### src/rtl/booth_mul_arbiter.sv
// booth_mul_arbiter
//   Round-robin front end that shares one 6x6 signed Booth multiplier between
//   two requesters. In IDLE it picks a winner, latches that requester's
//   operands onto mul_x/mul_y and pulses mul_load together with the grant.
//   It then waits MUL_CYCLES cycles, captures mul_product into p_out and
//   returns it with a one-cycle done pulse to the winner.
//
// Ports
//   clk, reset              rising-edge clock, async active-low reset
//   req0/req1               request levels (not queued)
//   a0,b0 / a1,b1           signed operands, sampled only on grant
//   gnt0/gnt1               one-cycle grant pulse (operands latched)
//   done0/done1             one-cycle completion pulse (p_out valid)
//   p_out                   product of the last completed operation
//   busy                    high in every state except IDLE
//   mul_x, mul_y, mul_load  to the multiplier x / y / load pins
//   mul_product             from the multiplier product pin
module booth_mul_arbiter #(
  parameter int MUL_CYCLES = 7  // 1..15
) (
  input  logic        clk,
  input  logic        reset,
  input  logic        req0,
  input  logic        req1,
  input  logic [5:0]  a0,
  input  logic [5:0]  b0,
  input  logic [5:0]  a1,
  input  logic [5:0]  b1,
  output logic        gnt0,
  output logic        gnt1,
  output logic        done0,
  output logic        done1,
  output logic [11:0] p_out,
  output logic        busy,
  output logic [5:0]  mul_x,
  output logic [5:0]  mul_y,
  output logic        mul_load,
  input  logic [11:0] mul_product
);

  typedef enum logic [1:0] {IDLE, LOAD, BUSY, DONE} state_t;

  localparam logic [3:0] LOAD_CNT = 4'(MUL_CYCLES);

  state_t     state;
  logic [3:0] cnt;
  logic       last;   // requester served most recently
  logic       owner;  // requester of the operation in flight
  logic       win;

  // Single request wins outright; on a tie the one not served last wins.
  assign win = (req0 & req1) ? ~last : req1;

  always_ff @(posedge clk or negedge reset) begin
    if (!reset) begin
      state    <= IDLE;
      cnt      <= '0;
      last     <= 1'b1;
      owner    <= 1'b0;
      gnt0     <= 1'b0;
      gnt1     <= 1'b0;
      done0    <= 1'b0;
      done1    <= 1'b0;
      busy     <= 1'b0;
      mul_load <= 1'b0;
      mul_x    <= '0;
      mul_y    <= '0;
      p_out    <= '0;
    end else begin
      // pulses default low; each is raised for exactly one cycle below
      gnt0     <= 1'b0;
      gnt1     <= 1'b0;
      done0    <= 1'b0;
      done1    <= 1'b0;
      mul_load <= 1'b0;
      case (state)
        IDLE: begin
          if (req0 | req1) begin
            state    <= LOAD;
            owner    <= win;
            mul_x    <= win ? a1 : a0;
            mul_y    <= win ? b1 : b0;
            cnt      <= LOAD_CNT;
            gnt0     <= ~win;
            gnt1     <= win;
            mul_load <= 1'b1;
            busy     <= 1'b1;
          end
        end
        LOAD: state <= BUSY;
        BUSY: begin
          cnt <= cnt - 4'd1;
          // last BUSY cycle: product is valid now, present it in DONE
          if (cnt == 4'd1) begin
            state <= DONE;
            p_out <= mul_product;
            done0 <= ~owner;
            done1 <= owner;
          end
        end
        DONE: begin
          state <= IDLE;
          last  <= owner;
          busy  <= 1'b0;
        end
        default: state <= IDLE;
      endcase
    end
  end

endmodule
### config.mk
export PLATFORM = sky130hd
export DESIGN_NAME = booth_mul_arbiter
export DESIGN_NICKNAME = d
export VERILOG_FILES = /design/src/rtl/booth_mul_arbiter.sv
export SDC_FILE = /design/constraint.sdc
export NUM_CORES = 1
export LEC_CHECK = 0
export ABC_AREA = 1
export BUFFER_PORTS_ARGS = -buffer_cell sky130_fd_sc_hd__buf_2
export CORE_MARGIN = 10
export CORE_UTILIZATION = 47
export CTS_CLUSTER_SIZE = 30
export DETAILED_ROUTE_END_ITERATION = 12
export PLACE_DENSITY = 0.8
export SLEW_MARGIN = 25
export SYNTH_ARGS = -nofsm -noshare
export SYNTH_HDL_FRONTEND = slang
export SYNTH_SLANG_ARGS = --single-unit
### constraint.sdc
create_clock -name clk -period 1.5 [get_ports clk]
set_input_delay 0.075 -clock clk [delete_from_list [all_inputs] [get_ports clk]]
set_output_delay 0.075 -clock clk [all_outputs]
set_load 0.01 [all_outputs]
==> results of run 1 <==
-- report_power, final --
part	leakage (nW)	internal, mW	total, mW	switching, mW
clock	0.0353	0.227	0.558	0.331
sequential	0.448	1.52	1.78	0.264
combinational	0.853	0.870	2.12	1.25
total	1.34	2.62	4.47	1.85
-- per-stage QoR --
step           hold WS (ns)  cells   util  instance area, um^2  setup TNS [ns]
2_1_floorplan        -0.221    188      -                 1700               0
3_3_place_gp         0.0162    300  0.612                 2090               0
3_5_place_dp         0.0182    300  0.612                 2090               0
4_1_cts            0.000355    338  0.718                 2450               0
5_1_grt            0.000796    342  0.733                 2500         -0.0466
6_report            0.00295    344  0.735                 2510               0
-- worst max-delay path, delay by kind of cell, from the launching register on --
kind,cells,cell delay [ns]
buf+inv,3,0.34
flops,1,0.40
simple gates,2,0.20
fa+ha+maj,1,0.24
compound gates,1,0.19
-- cells in the mapped netlist, types with 2 or more instances --
cell and count:
ha_1 5, inv_1 22, nand2_1 41, a21oi_1 3, o21ai_1 3, buf_2 5
buf_4 2, dfrtp_1 37, a31oi_1 12, nor2_1 17, o21ai_0 15, nand3_1 16
-- worst max path at each step --
stage,startpoint,end,slack (ns),depth (start not counted)
finish,state[0],mul_y[2],0.02,7
global route,state[0],mul_y[2],-0.05,7
CTS,state[0],mul_x[0],0.009,6
detailed placement,state[0],mul_x[0],0.03,6
global placement,state[0],mul_y[3],0.14,6
floorplan,state[0],p_out[0],0.17,7
-- layout make-up --
| class | instances | area, um^2 | share of cell area |
|---|---|---|---|
| repair buffers | 107 | 723 | 0.288 |
| diodes | 2 | 5.00 | 0.00199 |
| flip-flops and latches | 38 | 952 | 0.379 |
| multi-input cells | 120 | 626 | 0.249 |
| clock buffers | 7 | 55.1 | 0.0219 |
| well taps | 46 | 57.6 | 0.0229 |
| inverters | 23 | 86.3 | 0.0344 |
| clock inverters | 1 | 5.00 | 0.00199 |
-- metal layers --
metal / global-route usage / vias to the layer above / part of all wire
li1: - / 827 / -
met1: 0.162 / 805 / 0.34
met2: 0.276 / 113 / 0.55
met3: 0.0601 / 18 / 0.084
met4: 0.0616 / 0 / 0.028
met5: 0 / - / 0
-- placed cells by master (no fill, tap or decap), drive strengths merged, types with 5 or more instances in the layout --
| cell | n |
|---|---|
| buf | 75 |
| nand2 | 41 |
| dfrtp | 37 |
| dlygate4sd3 | 32 |
| inv | 23 |
| nor2 | 20 |
| o21ai | 18 |
| nand3 | 16 |
| a31oi | 12 |
| clkbuf | 7 |
| ha | 5 |
-- kinds of logic after synthesis --
group           after synthesis  synth area share
compound gates               35             0.115
buf+inv                      31            0.0809
flops                        38             0.560
simple gates                 79             0.208
fa+ha+maj                     5            0.0368
-- sequential cells by signal, summed over array words and instances (netlist names) --
register and flops:
p_out 12, mul_x 6, mul_y 6, cnt 4, state 2, busy 1, done0 1, done1 1
gnt0 1, gnt1 1, last 1, mul_load 1, owner 1
-- what timing repair did --
item / in CTS / in global routing
hold buffers: 30 / 2
buffers inserted: 0 / 1
hold endpoints to repair: 42 / 2
setup endpoints to repair: 0 / 14
gates resized for setup: 0 / 1
==> out/qor.csv, run 1 <==
metric,value,unit
drt-total-wl,5.41,mm
clk_pin_slew_worst_paths,0.12,ns
synth_nets,233,
cp.required,1.77,ns
status,finished clean,
whs_path_depth,3,
fmax,675,MHz
die_area,6430,um^2
synth-edff-count,0,
final.period_utilization,0.987,
tritoncts,yes,
clock_path_buffers,2,
total_leakage_power,1.34,nW
min_path_type,in2reg,
numCtsBuffers,5,
hold_viol,0,
avgSynthCellArea,9.05,um^2
crit_path_top_delay_cell,dfrtp_1,
die_height,80.2,um
clk_latency,0.35,ns
avgRoutedWirePerCell,15.7,um
area_growth,47.5,%
viasPerCell,5.13,
whs_endpoint,p_out[7],
path_cells,"inv_1, ha_2, inv_2, nor2_4, buf_12, nor2_1, a31oi_1",
power_density,1780,nW/um^2
setup_viol,0,
slowest_delay,0.40,ns
critical_path_arrival,1.75,ns
drive_gt1_frac,0.307,
cts_htree_levels,2,
grt_pass1_vias,1695,
crit_fanout,13,
dp_slack,0.0283,ns
synth.distinct_cells,22,
vias,1763,
drt_pass1_iterations,6,
syn_area,1700,um^2
io_pins,70,
port_buffers,69,
synth_top_area_cell,dfrtp_1,
cts_num_sinks,38,
final.min_clock_period,1.48,ns
grt_pass1_wl,7.87,mm
post-route-drc-count,0,
r2r_setup_slack,0.02,ns
groute.usage.overall,0.156,
fin_skew,0.0148,ns
max-vdd-ir-drop,1.04,mV
place.gp.congestion,0.795,
synth.area.top_cells,"dfrtp_1 (54%), nand2_1 (9.0%), inv_1 (4.9%)",
worstMarginPinSlew,0.483,ns
drtAntennaViolNets,0,
rows,21,
path_class,reg2reg,
start_kind,register,
worst-r2r-cell-count,7,
die_w,80.2,um
drv_slew,0,
synthCells,188,
cts_root_buffer,clkbuf_4,
ys_async_sr_fraction,1.00,
fillers,229,
antenna_found_initial,0,
ys.flop_type,dfrtp_1,
timing.rr.start,state[0],
start_util,0.498,
fin_nets,340,
grt_overflow,0,
ys_seq_elements,38,
drt_iter0_drc,165,
p_total,4.47,mW
drv_cap,0,
core_area,3420,um^2
grt_max_degree,27,
post-dp-hpwl,3.25,mm
hp-start,mul_product[7],
worst_slack,0.0193,ns
critPathCaptureType,register,
yosys_warnings,0,
synth.yosys.seq_area_share,0.560,
yosysTopAreaCellShare,0.544,
r2r-end,mul_y[2],
timing.slew.headroom,0.677,
Note: power is estimated with default switching activity, not from simulation.
==> run 2: changes to the inputs <==
==> constraint.sdc (replaced) <==
create_clock -name clk -period 1.5 [get_ports clk]
set_input_delay 0.15 -clock clk [delete_from_list [all_inputs] [get_ports clk]]
set_output_delay 0.15 -clock clk [all_outputs]
set_load 0.01 [all_outputs]
==> out/qor.csv, run 2 (synthesized netlist as in run 1, its figures left out) <==
metric,value,unit,change
status,finished clean,,unchanged
fmax,712,MHz,was 675 MHz
fin_skew,0.00297,ns,was 0.0148 ns
grt_max_degree,27,,unchanged
fin_nets,311,,was 340
total_leakage_power,1.22,nW,was 1.34 nW
post-dp-hpwl,3.27,mm,was 3.25 mm
slowest_delay,0.40,ns,about the same
drt_iter0_drc,88,,was 165
layout_common_cells,"buf_2 (69), nand2_1 (41), dfrtp_1 (37)",,unchanged
avgRoutedWirePerCell,13.4,um,was 15.7 um
cts_root_buffer,clkbuf_4,,unchanged
largest_reg_flops,12,,unchanged
dp_slack,0.0465,ns,was 0.0283 ns
post-route-drc-count,0,,unchanged
clk_latency,0.34,ns,was 0.35 ns
p_total,4.32,mW,was 4.47 mW
crit_path_top_delay_cell,dfrtp_1,,unchanged
drtAntennaViolNets,0,,unchanged
place.gp.congestion,0.789,,was 0.795
viasPerCell,4.83,,was 5.13
clk_pin_slew_worst_paths,0.11,ns,was 0.12 ns
timing.slew.headroom,0.685,,was 0.677
fillers,308,,was 229
path_class,reg2reg,,unchanged
layoutNonFillerInstCount,313,,was 344
reg_top3,"p_out: 12 flops, mul_x: 6 flops, mul_y: 6 flops",,unchanged
timing.rr.start,state[0],,unchanged
path_cells,"inv_1, ha_1, inv_2, nor2_4, buf_12, nor2_1, a31oi_1",,"was inv_1, ha_2, inv_2, nor2_4, buf_12, nor2_1, a31oi_1"
placed_area,2100,um^2,was 2090 um^2
grt_pass1_wl,6.76,mm,was 7.87 mm
port_buffers,69,,unchanged
grt_overflow,0,,unchanged
cp.required,1.77,ns,about the same
setup_viol,0,,unchanged
max-vdd-ir-drop,1.07,mV,was 1.04 mV
layout_commonest_cell,buf_2,,unchanged
antenna_cells,0,,was 2
power_density,1960,nW/um^2,was 1780 nW/um^2
drive_gt1_frac,0.348,,was 0.307
grt_pass1_vias,1575,,was 1695
critPathCaptureType,register,,unchanged
clock_path_buffers,2,,unchanged
hold_viol,0,,unchanged
dp_cells,301,,was 300
r2r-end,mul_y[2],,unchanged
hp-start,mul_product[5],,was mul_product[7]
area_growth,29.9,%,was 47.5%
worst_slack,0.0946,ns,was 0.0193 ns
whs_endpoint,p_out[5],,was p_out[7]
drt_pass1_iterations,4,,was 6
tritoncts,yes,,unchanged
crit_fanout,12,,was 13
whs_path_depth,3,,unchanged
die_area,6430,um^2,unchanged
worstMarginPinSlew,0.473,ns,was 0.483 ns
antenna_found_initial,0,,unchanged
final.min_clock_period,1.41,ns,was 1.48 ns
cts_num_sinks,38,,unchanged
die_height,80.2,um,unchanged
core_area,3420,um^2,unchanged
final.period_utilization,0.937,,was 0.987
min_path_type,in2reg,,unchanged
r2r_setup_slack,0.09,ns,was 0.02 ns
vias,1511,,was 1763
io_pins,70,,unchanged
cts_htree_levels,2,,unchanged
worst-r2r-cell-count,7,,unchanged
numCtsBuffers,5,,unchanged
drt-total-wl,4.18,mm,was 5.41 mm
start_util,0.498,,unchanged
drv_cap,0,,unchanged
rows,21,,unchanged
final_design_area_no_fill,2210,um^2,was 2510 um^2
groute.usage.overall,0.132,,was 0.156
critical_path_arrival,1.68,ns,was 1.75 ns
die_w,80.2,um,unchanged
start_kind,register,,unchanged
drv_slew,0,,unchanged
largest_register,p_out,,unchanged
fin_util,0.647,,was 0.735
run 2: layout make-up:
class                   instances  area, um^2  share of cell area
flip-flops and latches         38         952               0.431
multi-input cells             120         623               0.282
repair buffers                 78         428               0.194
inverters                      23        86.3              0.0390
well taps                      46        57.6              0.0260
clock buffers                   6        51.3              0.0232
clock inverters                 2        12.5             0.00566
run 2: critical path: cells and delay by family, from the launching register on:
family          cells  cell delay, ns
compound gates      1            0.12
buf+inv             3            0.36
simple gates        2            0.20
fa+ha+maj           1            0.26
flops               1            0.40
run 2: repair_timing:
action	in CTS	in global routing
resized for setup	0	0
setup buffers	0	2
hold buffers	1	0
endpoints found under the hold margin	19	0
setup endpoints to repair	0	13
run 2: stage by stage:
stage	hold slack [ns]	TNS (ns)
CTS	0.0203	0
global route	0.0160	-0.00940
floorplan	-0.146	0
global placement	0.138	0
detailed placement	0.132	0
finish	0.0308	0
run 2: worst max path at each step:
| stage | start | endpoint | slack (ns) | cells after the start |
|---|---|---|---|---|
| 5_1_grt | state[0] | mul_y[2] | -0.009 | 7 |
| 3_3_place_gp | state[0] | mul_x[1] | 0.14 | 6 |
| 4_1_cts | state[0] | mul_y[0] | 0.02 | 6 |
| 2_1_floorplan | state[0] | p_out[0] | 0.17 | 7 |
| 6_report | state[0] | mul_y[2] | 0.09 | 7 |
| 3_5_place_dp | state[0] | mul_y[0] | 0.05 | 6 |
run 2: layer usage:
metal	track usage	vias up	routed length, um
li1	-	767	-
met5	0	-	0
met1	0.135	705	1660
met2	0.238	37	2290
met4	0.0475	0	31
met3	0.0490	2	197
run 2: power breakdown:
part           leakage [nW]  internal (mW)  total (mW)  switching, mW
Sequential            0.448           1.52        1.75          0.236
Combinational         0.734          0.829        2.01           1.18
Clock                0.0343          0.225       0.563          0.338
Total                  1.22           2.57        4.32           1.75
==> run 3: changes to the inputs <==
--- a/config.mk
+++ b/config.mk
@@ -7,7 +7,6 @@
 export LEC_CHECK = 0
 export ABC_AREA = 1
 export BUFFER_PORTS_ARGS = -buffer_cell sky130_fd_sc_hd__buf_2
-export CORE_MARGIN = 10
 export CORE_UTILIZATION = 47
 export CTS_CLUSTER_SIZE = 30
 export DETAILED_ROUTE_END_ITERATION = 12
@@ -16,3 +15,4 @@
 export SYNTH_ARGS = -nofsm -noshare
 export SYNTH_HDL_FRONTEND = slang
 export SYNTH_SLANG_ARGS = --single-unit
+export TNS_END_PERCENT = 100
==> out/qor.csv, run 3 (synthesized netlist as in run 1, its figures left out) <==
metric,value,unit,change
fin_skew,0.0145,ns,was 0.00297 ns
final_design_area_no_fill,2230,um^2,was 2210 um^2
power_density,2050,nW/um^2,was 1960 nW/um^2
antenna_cells,0,,unchanged
reg_top3,"p_out: 12 flops, mul_x: 6 flops, mul_y: 6 flops",,unchanged
viasPerCell,4.91,,was 4.83
path_class,reg2reg,,unchanged
min_path_type,in2reg,,unchanged
clk_pin_slew_worst_paths,0.11,ns,about the same
die_area,3870,um^2,was 6430 um^2
area_growth,31.2,%,was 29.9%
fillers,307,,was 308
start_kind,register,,unchanged
p_int,2.85,mW,was 2.57 mW
port_buffers,69,,unchanged
crit_fanout,13,,was 12
slowest_delay,0.40,ns,about the same
antenna_found_initial,0,,unchanged
io_pins,70,,unchanged
avgRoutedWirePerCell,11.8,um,was 13.4 um
postCtsSetupRepairBufs,0,,unchanged
post-route-drc-count,0,,unchanged
drtAntennaViolNets,0,,unchanged
p_sw,1.73,mW,was 1.75 mW
vias,1528,,was 1511
layout_commonest_cell,buf_2,,unchanged
post-dp-hpwl,2.67,mm,was 3.27 mm
critPathCaptureType,register,,unchanged
layout_common_cells,"buf_2 (69), nand2_1 (41), dfrtp_1 (37)",,unchanged
crit_family,flip-flops,,unchanged
core_area,3390,um^2,was 3420 um^2
die_w,62.2,um,was 80.2 um
seqPwrFrac,0.387,,was 0.406
tns,0,ns,unchanged
final.min_clock_period,1.40,ns,was 1.41 ns
drt-total-wl,3.66,mm,was 4.18 mm
largest_register,p_out,,unchanged
clk_latency,0.34,ns,about the same
placed_area,2100,um^2,unchanged
path_cells,"inv_1, ha_2, inv_2, nor2_4, a31oi_1",,"was inv_1, ha_1, inv_2, nor2_4, buf_12, nor2_1, a31oi_1"
worstMarginPinSlew,0.416,ns,was 0.473 ns
hold_viol,0,,unchanged
setup_viol,0,,unchanged
grt_pass1_vias,1401,,was 1575
cp_num_buf_inv,2,,was 3
place.gp.congestion,0.762,,was 0.789
timing.slew.headroom,0.722,,was 0.685
grt_max_degree,27,,unchanged
start_util,0.502,,was 0.498
cts_root_buffer,clkbuf_4,,unchanged
drt_iter0_drc,74,,was 88
largest_reg_flops,12,,unchanged
drv_cap,0,,unchanged
rsz0062_at_grt,false,,
critical_path_arrival,1.61,ns,was 1.68 ns
clkPwrFrac,0.195,,was 0.130
fmax,713,MHz,was 712 MHz
tritoncts,yes,,unchanged
max-vdd-ir-drop,1.15,mV,was 1.07 mV
total_leakage_power,1.23,nW,was 1.22 nW
drv_slew,0,,unchanged
status,finished clean,,unchanged
grt_overflow,0,,unchanged
drt_pass1_iterations,4,,unchanged
cts_htree_levels,2,,unchanged
cts_num_sinks,38,,unchanged
grt_pass1_wl,6.07,mm,was 6.76 mm
crit_path_top_delay_cell,dfrtp_1,,unchanged
swShare,0.377,,was 0.405
drive_gt1_frac,0.347,,was 0.348
fin_nets,309,,was 311
die_height,62.2,um,was 80.2 um
cp.required,1.71,ns,was 1.77 ns
final.period_utilization,0.935,,was 0.937
rows,21,,unchanged
groute.usage.overall,0.203,,was 0.132
clock_path_buffers,2,,unchanged
numCtsBuffers,5,,unchanged
combPwrFrac,0.419,,was 0.464
==> run 3: metal layers <==
layer | vias to the layer above | wire [um] | GRT usage
met5 | - | 0 | 0
met4 | 0 | 51 | 0.0727
met3 | 6 | 165 | 0.0680
met2 | 47 | 1870 | 0.353
met1 | 714 | 1580 | 0.232
li1 | 761 | - | -
==> run 3: path summary, 6_finish.rpt <==
check / end / startpoint / slack (ns) / depth (start not counted)
min: p_out[4] / mul_product[4] / 0.03 / 3
max reg2reg: mul_y[5] / state[0] / 0.1 / 5
min reg2reg: done0 / owner / 0.43 / 1
max in group asynchronous: last / reset / 0.70 / 3
min in group asynchronous: cnt[0] / reset / 0.24 / 2
max: mul_y[5] / state[0] / 0.1 / 5
==> run 3: power by group through the flow <==
stage / logic, mW / clock network (mW) / registers (mW)
3_3_place_gp: 1.80 / 0 / 1.77
3_5_place_dp: 1.89 / 0 / 1.79
5_1_grt: 2.16 / 0.955 / 1.84
4_1_cts: 1.90 / 0.917 / 1.77
6_report: 1.92 / 0.892 / 1.77
2_1_floorplan: 1.05 / 0 / 1.95
==> run 3: tightest hold or removal path: stages <==
cell,delay (ns)
buf_2,0.09
inv_1,0.04
o21ai_1,0.05
==> run 3: final cells by class <==
| type | instances | area (um^2) | area share |
|---|---|---|---|
| Timing Repair Buffer | 76 | 400 | 0.179 |
| Inverter | 23 | 86.3 | 0.0387 |
| Sequential cell | 38 | 952 | 0.426 |
| Clock inverter | 2 | 60.1 | 0.0269 |
| Clock buffer | 6 | 51.3 | 0.0230 |
| Tap cell | 46 | 57.6 | 0.0258 |
| Multi-Input combinational cell | 120 | 626 | 0.280 |
==> run 3: what timing repair did <==
action / in CTS / in global routing
endpoints found under the hold margin: 15 / 0
hold buffers: 1 / 0
setup endpoints to repair: 0 / 16
resized for setup: 0 / 1
==> run 3: metrics by stage <==
stage	std cells	hold slack [ns]	setup WS (ns)	power, mW	util
2_1_floorplan	188	-0.146	0.168	3.00	-
3_3_place_gp	301	0.0865	0.140	3.58	0.619
3_5_place_dp	301	0.0849	0.0233	3.68	0.619
4_1_cts	310	0.0167	0.0219	4.59	0.655
5_1_grt	311	0.0289	0.0246	4.95	0.659
6_report	311	0.0301	0.0979	4.58	0.659
